==> src/rtl/sched_pkg.sv <==
// Shared opcode constants, scheduler state enum and decoded-instruction fields for the issue scheduler.
package sched_pkg;

    localparam logic [6:0] OP_LUI    = 7'b0110111;
    localparam logic [6:0] OP_AUIPC  = 7'b0010111;
    localparam logic [6:0] OP_JAL    = 7'b1101111;
    localparam logic [6:0] OP_JALR   = 7'b1100111;
    localparam logic [6:0] OP_BRANCH = 7'b1100011;
    localparam logic [6:0] OP_LOAD   = 7'b0000011;
    localparam logic [6:0] OP_STORE  = 7'b0100011;
    localparam logic [6:0] OP_IMM    = 7'b0010011;
    localparam logic [6:0] OP_REG    = 7'b0110011;

    localparam int unsigned CNT_W = 3;

    typedef enum logic [1:0] {
        ST_IDLE    = 2'd0,
        ST_ISSUE   = 2'd1,
        ST_BLOCKED = 2'd2
    } sched_state_e;

    typedef struct packed {
        logic [4:0] rd;
        logic [4:0] rs1;
        logic [4:0] rs2;
        logic       uses_rs1;
        logic       uses_rs2;
        logic       writes_rd;
        logic       is_load;
        logic       is_mem;
        logic       is_ctrl;
    } dec_t;

    function automatic dec_t decode_ins(input logic [31:0] ins);
        dec_t       d;
        logic [6:0] op;
        op          = ins[6:0];
        d.rd        = ins[11:7];
        d.rs1       = ins[19:15];
        d.rs2       = ins[24:20];
        d.uses_rs1  = !((op == OP_LUI) || (op == OP_AUIPC) || (op == OP_JAL));
        d.uses_rs2  = (op == OP_REG) || (op == OP_STORE) || (op == OP_BRANCH);
        d.writes_rd = ((op == OP_REG) || (op == OP_IMM) || (op == OP_LOAD) || (op == OP_LUI) ||
                       (op == OP_AUIPC) || (op == OP_JAL) || (op == OP_JALR)) && (ins[11:7] != 5'd0);
        d.is_load   = (op == OP_LOAD);
        d.is_mem    = (op == OP_LOAD) || (op == OP_STORE);
        d.is_ctrl   = (op == OP_BRANCH) || (op == OP_JAL) || (op == OP_JALR);
        return d;
    endfunction

    function automatic logic [15:0] sat_inc16(input logic [15:0] v);
        return (v == 16'hFFFF) ? v : (v + 16'd1);
    endfunction

endpackage

==> src/rtl/issue_scoreboard.sv <==
// Load-latency scoreboard: one countdown per architectural register, busy while nonzero.
module issue_scoreboard
    import sched_pkg::*;
#(
    parameter int unsigned LOAD_LAT = 2
) (
    input  logic       clk,
    input  logic       reset,
    input  logic       set_en0,
    input  logic [4:0] set_rd0,
    input  logic       set_en1,
    input  logic [4:0] set_rd1,
    input  logic [4:0] qry_rs0,
    input  logic [4:0] qry_rs1,
    input  logic [4:0] qry_rs2,
    input  logic [4:0] qry_rs3,
    output logic       busy0,
    output logic       busy1,
    output logic       busy2,
    output logic       busy3
);

    localparam logic [CNT_W-1:0] LAT_INIT = CNT_W'(LOAD_LAT);

    logic [CNT_W-1:0] r_cnt [32];

    // Per-register countdown; a new load on the same register overrides the decrement
    always_ff @(posedge clk) begin
        for (int i = 0; i < 32; i++) begin
            if (reset) begin
                r_cnt[i] <= {CNT_W{1'b0}};
            end else if ((set_en0 && (set_rd0 == 5'(i))) || (set_en1 && (set_rd1 == 5'(i)))) begin
                r_cnt[i] <= LAT_INIT;
            end else if (r_cnt[i] != {CNT_W{1'b0}}) begin
                r_cnt[i] <= r_cnt[i] - CNT_W'(1);
            end else begin
                r_cnt[i] <= r_cnt[i];
            end
        end
    end

    assign busy0 = (qry_rs0 != 5'd0) && (r_cnt[qry_rs0] != {CNT_W{1'b0}});
    assign busy1 = (qry_rs1 != 5'd0) && (r_cnt[qry_rs1] != {CNT_W{1'b0}});
    assign busy2 = (qry_rs2 != 5'd0) && (r_cnt[qry_rs2] != {CNT_W{1'b0}});
    assign busy3 = (qry_rs3 != 5'd0) && (r_cnt[qry_rs3] != {CNT_W{1'b0}});

endmodule

==> src/rtl/issue_scheduler.sv <==
// Dual-issue scheduler for an RV32I queue head pair with load-use scoreboard.
// Optional SCHED_STATS_EN adds saturating dual/split/stall event counters.
module issue_scheduler
    import sched_pkg::*;
#(
    parameter int unsigned LOAD_LAT = 2
) (
    input  logic        clk,
    input  logic        reset,
    input  logic        q_valid0,
    input  logic        q_valid1,
    input  logic [31:0] q_ins0,
    input  logic [31:0] q_ins1,
    input  logic        hold,
    input  logic        flush,
    output logic [1:0]  q_pop,
    output logic        dp1_valid,
    output logic [31:0] dp1_ins,
    output logic        dp2_valid,
    output logic [31:0] dp2_ins,
    output logic [1:0]  sched_state
`ifdef SCHED_STATS_EN
    ,
    output logic [15:0] dual_cnt,
    output logic [15:0] split_cnt,
    output logic [15:0] stall_cnt
`endif
);

    dec_t         w_d0;
    dec_t         w_d1;
    logic         w_busy0_rs1;
    logic         w_busy0_rs2;
    logic         w_busy1_rs1;
    logic         w_busy1_rs2;
    logic         w_stall0;
    logic         w_stall1;
    logic         w_pair_block;
    logic         w_issue0;
    logic         w_issue1;
    logic         w_unused;
    sched_state_e r_state;
    sched_state_e w_state_next;
    logic         r_dp1_valid;
    logic [31:0]  r_dp1_ins;
    logic         r_dp2_valid;
    logic [31:0]  r_dp2_ins;

    assign w_d0     = decode_ins(q_ins0);
    assign w_d1     = decode_ins(q_ins1);
    assign w_unused = w_d1.is_ctrl;

    issue_scoreboard #(
        .LOAD_LAT (LOAD_LAT)
    ) u_scoreboard (
        .clk     (clk),
        .reset   (reset),
        .set_en0 (w_issue0 && w_d0.is_load && w_d0.writes_rd),
        .set_rd0 (w_d0.rd),
        .set_en1 (w_issue1 && w_d1.is_load && w_d1.writes_rd),
        .set_rd1 (w_d1.rd),
        .qry_rs0 (w_d0.rs1),
        .qry_rs1 (w_d0.rs2),
        .qry_rs2 (w_d1.rs1),
        .qry_rs3 (w_d1.rs2),
        .busy0   (w_busy0_rs1),
        .busy1   (w_busy0_rs2),
        .busy2   (w_busy1_rs1),
        .busy3   (w_busy1_rs2)
    );

    // Issue decision: scoreboard stalls plus intra-pair hazards and structural limits
    always_comb begin
        w_stall0 = (w_d0.uses_rs1 && w_busy0_rs1) || (w_d0.uses_rs2 && w_busy0_rs2);
        w_stall1 = (w_d1.uses_rs1 && w_busy1_rs1) || (w_d1.uses_rs2 && w_busy1_rs2);
        w_pair_block = (w_d0.writes_rd && ((w_d1.uses_rs1 && (w_d1.rs1 == w_d0.rd)) ||
                                           (w_d1.uses_rs2 && (w_d1.rs2 == w_d0.rd))))
                     || (w_d0.writes_rd && w_d1.writes_rd && (w_d0.rd == w_d1.rd))
                     || (w_d0.is_mem && w_d1.is_mem)
                     || w_d0.is_ctrl;
        w_issue0 = q_valid0 && !hold && !flush && !reset && !w_stall0;
        w_issue1 = w_issue0 && q_valid1 && !w_stall1 && !w_pair_block;
        q_pop    = {1'b0, w_issue0} + {1'b0, w_issue1};
    end

    // Next-state: hold and flush freeze the observed state
    always_comb begin
        w_state_next = r_state;
        if (hold || flush) begin
            w_state_next = r_state;
        end else if (!q_valid0) begin
            w_state_next = ST_IDLE;
        end else if (w_stall0) begin
            w_state_next = ST_BLOCKED;
        end else begin
            w_state_next = ST_ISSUE;
        end
    end

    // State register
    always_ff @(posedge clk) begin
        if (reset) begin
            r_state <= ST_IDLE;
        end else begin
            r_state <= w_state_next;
        end
    end

    // Issue registers: flush clears, hold freezes, otherwise non-issued slots become NOPs
    always_ff @(posedge clk) begin
        if (reset || flush) begin
            r_dp1_valid <= 1'b0;
            r_dp1_ins   <= 32'h0;
            r_dp2_valid <= 1'b0;
            r_dp2_ins   <= 32'h0;
        end else if (hold) begin
            r_dp1_valid <= r_dp1_valid;
            r_dp1_ins   <= r_dp1_ins;
            r_dp2_valid <= r_dp2_valid;
            r_dp2_ins   <= r_dp2_ins;
        end else begin
            r_dp1_valid <= w_issue0;
            r_dp1_ins   <= w_issue0 ? q_ins0 : 32'h0;
            r_dp2_valid <= w_issue1;
            r_dp2_ins   <= w_issue1 ? q_ins1 : 32'h0;
        end
    end

    assign dp1_valid   = r_dp1_valid;
    assign dp1_ins     = r_dp1_ins;
    assign dp2_valid   = r_dp2_valid;
    assign dp2_ins     = r_dp2_ins;
    assign sched_state = r_state;

`ifdef SCHED_STATS_EN
    logic [15:0] r_dual_cnt;
    logic [15:0] r_split_cnt;
    logic [15:0] r_stall_cnt;

    // Saturating event counters
    always_ff @(posedge clk) begin
        if (reset) begin
            r_dual_cnt  <= 16'h0;
            r_split_cnt <= 16'h0;
            r_stall_cnt <= 16'h0;
        end else begin
            r_dual_cnt  <= (q_pop == 2'd2) ? sat_inc16(r_dual_cnt) : r_dual_cnt;
            r_split_cnt <= ((q_pop == 2'd1) && q_valid1) ? sat_inc16(r_split_cnt) : r_split_cnt;
            r_stall_cnt <= (r_state == ST_BLOCKED) ? sat_inc16(r_stall_cnt) : r_stall_cnt;
        end
    end

    assign dual_cnt  = r_dual_cnt;
    assign split_cnt = r_split_cnt;
    assign stall_cnt = r_stall_cnt;
`endif

endmodule

==> config.mk <==
export PLATFORM = sky130hd
export DESIGN_NAME = issue_scheduler
export DESIGN_NICKNAME = d
export VERILOG_FILES = /design/src/rtl/sched_pkg.sv /design/src/rtl/issue_scoreboard.sv /design/src/rtl/issue_scheduler.sv
export SDC_FILE = /design/constraint.sdc
export NUM_CORES = 1
export LEC_CHECK = 0
export BUFFER_PORTS_ARGS = -buffer_cell sky130_fd_sc_hd__buf_2
export CAP_MARGIN = 30
export CORE_ASPECT_RATIO = 2
export CORE_MARGIN = 8
export CORE_UTILIZATION = 40
export DETAILED_ROUTE_END_ITERATION = 7
export PLACE_DENSITY = 0.57
export SYNTH_ARGS = -nofsm -noshare
export SYNTH_HDL_FRONTEND = slang
export SYNTH_HIERARCHICAL = 1
export SYNTH_SLANG_ARGS = --single-unit
==> constraint.sdc <==
create_clock -name clk -period 8.1 [get_ports clk]
set_clock_uncertainty 0.2 [all_clocks]
set_input_delay 0.81 -clock clk [delete_from_list [all_inputs] [get_ports clk]]
set_output_delay 0.81 -clock clk [all_outputs]
set_load 0.05 [all_outputs]
==> Implementation_results.wiki <==
{| class="wikitable"
! Metric !! Value
|-
| Critical path's slowest cell || sky130_fd_sc_hd__nor3_1
|-
| Number of nets in the layout || 1380
|-
| Min-Delay Path Class || flip-flop to flip-flop
|-
| Highest attainable clock frequency || 189 MHz
|-
| Largest stage delay, worst path || 770 ps
|-
| Data arrival, critical path || 5260 ps
|-
| CTS tree || yes
|-
| Met2 track utilization from global routing || 37.5%
|-
| Clock latency on the worst-skew pair || 450 ps
|-
| Net switching share of the total power || 39.4%
|-
| Unrepaired setup endpoints after global routing || no
|-
| Overall routing resource usage || 20.6%
|-
| Maximum fanout along the worst path || 6
|-
| Register-to-Register Path Depth || 16
|-
| Final worst path period need || 5300 ps
|-
| Overflow after GRT || 0
|-
| Clock tree root driver cell || sky130_fd_sc_hd__clkbuf_16
|-
| Headroom to the max-slew limit || 34.0%
|-
| Hold_buf cts || 0
|-
| Max cap viols || 0
|-
| Filler Cell Count || 2554
|-
| Maximum root-to-sink buffer count || 2
|-
| Ratio of routed vias to standard cells || 5.65
|-
| GRT met3 Usage || 4.25%
|-
| Level count of the clock H-tree || 4
|-
| Synthesis Warnings || 6
|-
| Global-route wire length before repair || 48.6 mm
|-
| Met1 capacity usage during global routing || 19.8%
|-
| First-iteration detailed-routing DRC count || 494
|-
| Post-synthesis cell type with the largest combined area || sky130_fd_sc_hd__edfxtp_1
|-
| Chip Height || 241 um
|-
| Clk pwr share || 22.8%
|-
| Final antenna-violating net count || 0
|-
| Fraction of the core area covered by cells at the end of the flow || 46.7%
|-
| Routed Wire Length || 31.4 mm
|-
| Number of global-route vias before repair || 9000
|-
| Clock transition at the registers of the reported paths || 70 ps
|-
| Total power per unit cell area || 316 nW/um2
|-
| Crit Path Class || flip-flop to flip-flop
|-
| Number of sinks driven by the clock tree || 161
|-
| Width of the die || 129 um
|-
| Worst Setup Start Kind || flip-flop
|-
| Pin count of the biggest net entering global routing || 72
|-
| Primary FF master, synth || sky130_fd_sc_hd__edfxtp_1
|-
| Number of CTS-inserted buffers || 17
|-
| Synth unique cells || 73
|-
| Total count of hold-check failures in the final report || 0
|-
| Area fraction of the dominant cell type after synthesis || 27.5%
|-
| Fraction of registers with async set or reset after synthesis || 0%
|-
| Post-layout power || 3.69 mW
|-
| Share of final-layout standard cells stronger than drive strength 1 || 16.0%
|-
| Sequential area share after synthesis || 40.9%
|-
| Power Internal || 2.24 mW
|-
| Placeable core region || 25000 um2
|-
| Starting density of the core || 40.5%
|-
| Post-Synthesis Mean Instance Area || 8.94 um2
|-
| # diodes || 0
|-
| Part of the power in combinational logic || 39.1%
|-
| Io pins || 140
|-
| Number of pins with negative max-slew slack in the final report || 0
|-
| Worst ir drop on vdd || 0.000151 V
|-
| Cell depth of the worst hold path || 1
|-
| CP Data Required Time || 8060 ps
|-
| Relative area change from synthesis to final layout || 15.3%
|-
| Most heavily used metal layer in global routing || met2
|-
| Initial antenna violation count || 0
|-
| Detailed-router iteration count before antenna repair || 8
|-
| Net Count, Synth || 1268
|-
| Violated checks || design-rule violations
|-
| Sequential share of power || 38.1%
|-
| Area of the die || 31000 um2
|-
| Vias || 9023
|-
| Number of buffers inserted by post-CTS setup repair || 0
|-
| Transition time of the tightest slew-check pin || 983 ps
|-
| Cell area after technology mapping || 10200 um2
|-
| Largest cells by area after synthesis || sky130_fd_sc_hd__edfxtp_1, sky130_fd_sc_hd__dfxtp_1, sky130_fd_sc_hd__nor2_1, sky130_fd_sc_hd__ha_1, sky130_fd_sc_hd__nor3_1
|-
| Number of buffers inserted by port buffering || 139
|-
| Standard-cell row count || 82
|-
| Cell chain of the critical path || nor3_1, mux4_2, o22ai_1, o21bai_1, or4_1, inv_1, a2111o_1, a21oi_2, nor2_2, nand3_1, nor3b_1, nor2b_1, nand3_1, o22ai_1, nor2_1, nand2_1
|-
| Cell count after synthesis || 1135
|-
| Crit end category || flip-flop
|-
| Quantity of gates resized following cts || 0
|-
| Post-Place Cell Area || 11100 um2
|-
| Result of the run || complete, but fails checks
|-
| Number of synthesized flops with an enable pin || 93
|-
| Static leakage power || 4.87 nW
|-
| Post-route clock period utilization || 65.5%
|-
| Final design instance area without fill || 11700 um2
|-
| Wirelength per Cell || 19.7 um
|-
| Placer's final routability congestion estimate || 0.915
|-
| Setup violations, final || 0
|-
| DRC violations left || 1
|-
| Flip-flop and latch count after synthesis || 161
|-
| Setup_tns || 0 ps
|-
| Psw || 1.46 mW
|-
| Placed wire-length estimate after detailed placement || 24.5 mm
|}
[state kept, by name, summed over array words and instances, names as in the netlist]
| register | flops |
|---|---|
| dp2_ins | 32 |
| dp2_valid | 1 |
| dp1_valid | 1 |
| u_scoreboard/r_cnt | 93 |
| dp1_ins | 32 |
| sched_state | 2 |
[cell usage after synthesis (4+ instances only)]
master,count
sky130_fd_sc_hd__or2_2,8
sky130_fd_sc_hd__or4_1,8
sky130_fd_sc_hd__xnor2_1,13
sky130_fd_sc_hd__mux4_2,7
sky130_fd_sc_hd__nand3_1,11
sky130_fd_sc_hd__nor3b_1,7
sky130_fd_sc_hd__dfxtp_1,68
sky130_fd_sc_hd__nand3b_1,7
sky130_fd_sc_hd__a22o_1,32
sky130_fd_sc_hd__nor4_1,36
sky130_fd_sc_hd__nand2_1,53
sky130_fd_sc_hd__inv_1,82
sky130_fd_sc_hd__edfxtp_1,93
sky130_fd_sc_hd__a2111oi_0,4
sky130_fd_sc_hd__buf_2,11
sky130_fd_sc_hd__clkbuf_1,34
sky130_fd_sc_hd__o21ai_0,5
sky130_fd_sc_hd__mux2i_1,32
sky130_fd_sc_hd__ha_1,63
sky130_fd_sc_hd__nor2b_1,37
sky130_fd_sc_hd__nor2_1,218
sky130_fd_sc_hd__a211oi_1,16
sky130_fd_sc_hd__a22oi_1,33
sky130_fd_sc_hd__nor3_1,75
sky130_fd_sc_hd__a21oi_1,31
sky130_fd_sc_hd__nand2b_1,38
sky130_fd_sc_hd__o22ai_1,32
[power by group through the flow]
stage                     clock, mW  combinational (mW)  sequential [mW]
after CTS                     0.870                1.44             1.41
after floorplan                   0                1.05             1.35
after detailed placement          0                1.43             1.42
after global routing          0.894                1.65             1.43
final                         0.842                1.44             1.41
after global placement            0                1.41             1.42
[worst max-delay path, delay by kind of cell (launching register included)]
family | cells | cell delay [ps]
AND/OR/NAND/NOR | 9 | 3060
AO/OA/AOI/OAI | 5 | 830
flip-flops | 1 | 440
multiplexers | 1 | 390
buffers and inverters | 1 | 80
[cell usage in the layout (no fill, tap or decap), drive strengths merged, types with 32 or more instances in the layout]
cell,netlist,layout
a21oi,32,32
a22o,32,32
a22oi,33,33
buf,18,145
dfxtp,68,68
edfxtp,93,93
ha,63,63
inv,82,89
mux2i,32,32
nand2,53,53
nand2b,38,38
nor2,219,219
nor2b,37,37
nor3,76,76
nor4,36,36
o22ai,32,32
[metal layers]
metal,wire length (um),up-vias
li1,-,4322
met1,10900,4282
met2,16500,317
met3,1760,102
met4,2180,0
met5,0,-
[cell families (layout without fill, tap and decap cells)]
group	Yosys count	count (layout)	share of synthesized area, %
multiplexers	40	40	4.82
adder cells (fa/ha/maj)	63	63	7.77
AND/OR/NAND/NOR	527	527	25.7
XOR/XNOR	16	16	1.38
buffers and inverters	135	260	5.61
AO/OA/AOI/OAI	193	193	13.8
flip-flops	161	161	40.9
[final timing paths]
kind / startpoint / end / slack (ps)
worst min register to register: dp2_valid / dp2_valid / 250
worst max-delay path: u_scoreboard/r_cnt[9][2] / u_scoreboard/r_cnt[14][1] / 2800
worst min-delay path: dp2_valid / dp2_valid / 250
worst max register to register: u_scoreboard/r_cnt[9][2] / u_scoreboard/r_cnt[14][1] / 2800
[through the flow]
step / hold WS (ps) / instances / worst slack (ps)
floorplan: 362 / 1135 / 3480
global placement: 236 / 1562 / 2850
detailed placement: 239 / 1563 / 2740
CTS: 254 / 1595 / 2860
global route: 266 / 1596 / 2420
finish: 250 / 1596 / 2800
[area by class of cell]
type                    instances  area, um2  area share (%)
repair buffers                146        768            6.57
clock buffers                  21        514            4.40
multi-input cells             839       5430            46.4
inverters                      82        308            2.63
well taps                     336        420            3.59
clock inverters                11        108           0.920
flip-flops and latches        161       4150            35.5
(Power assumes the default switching activity.)
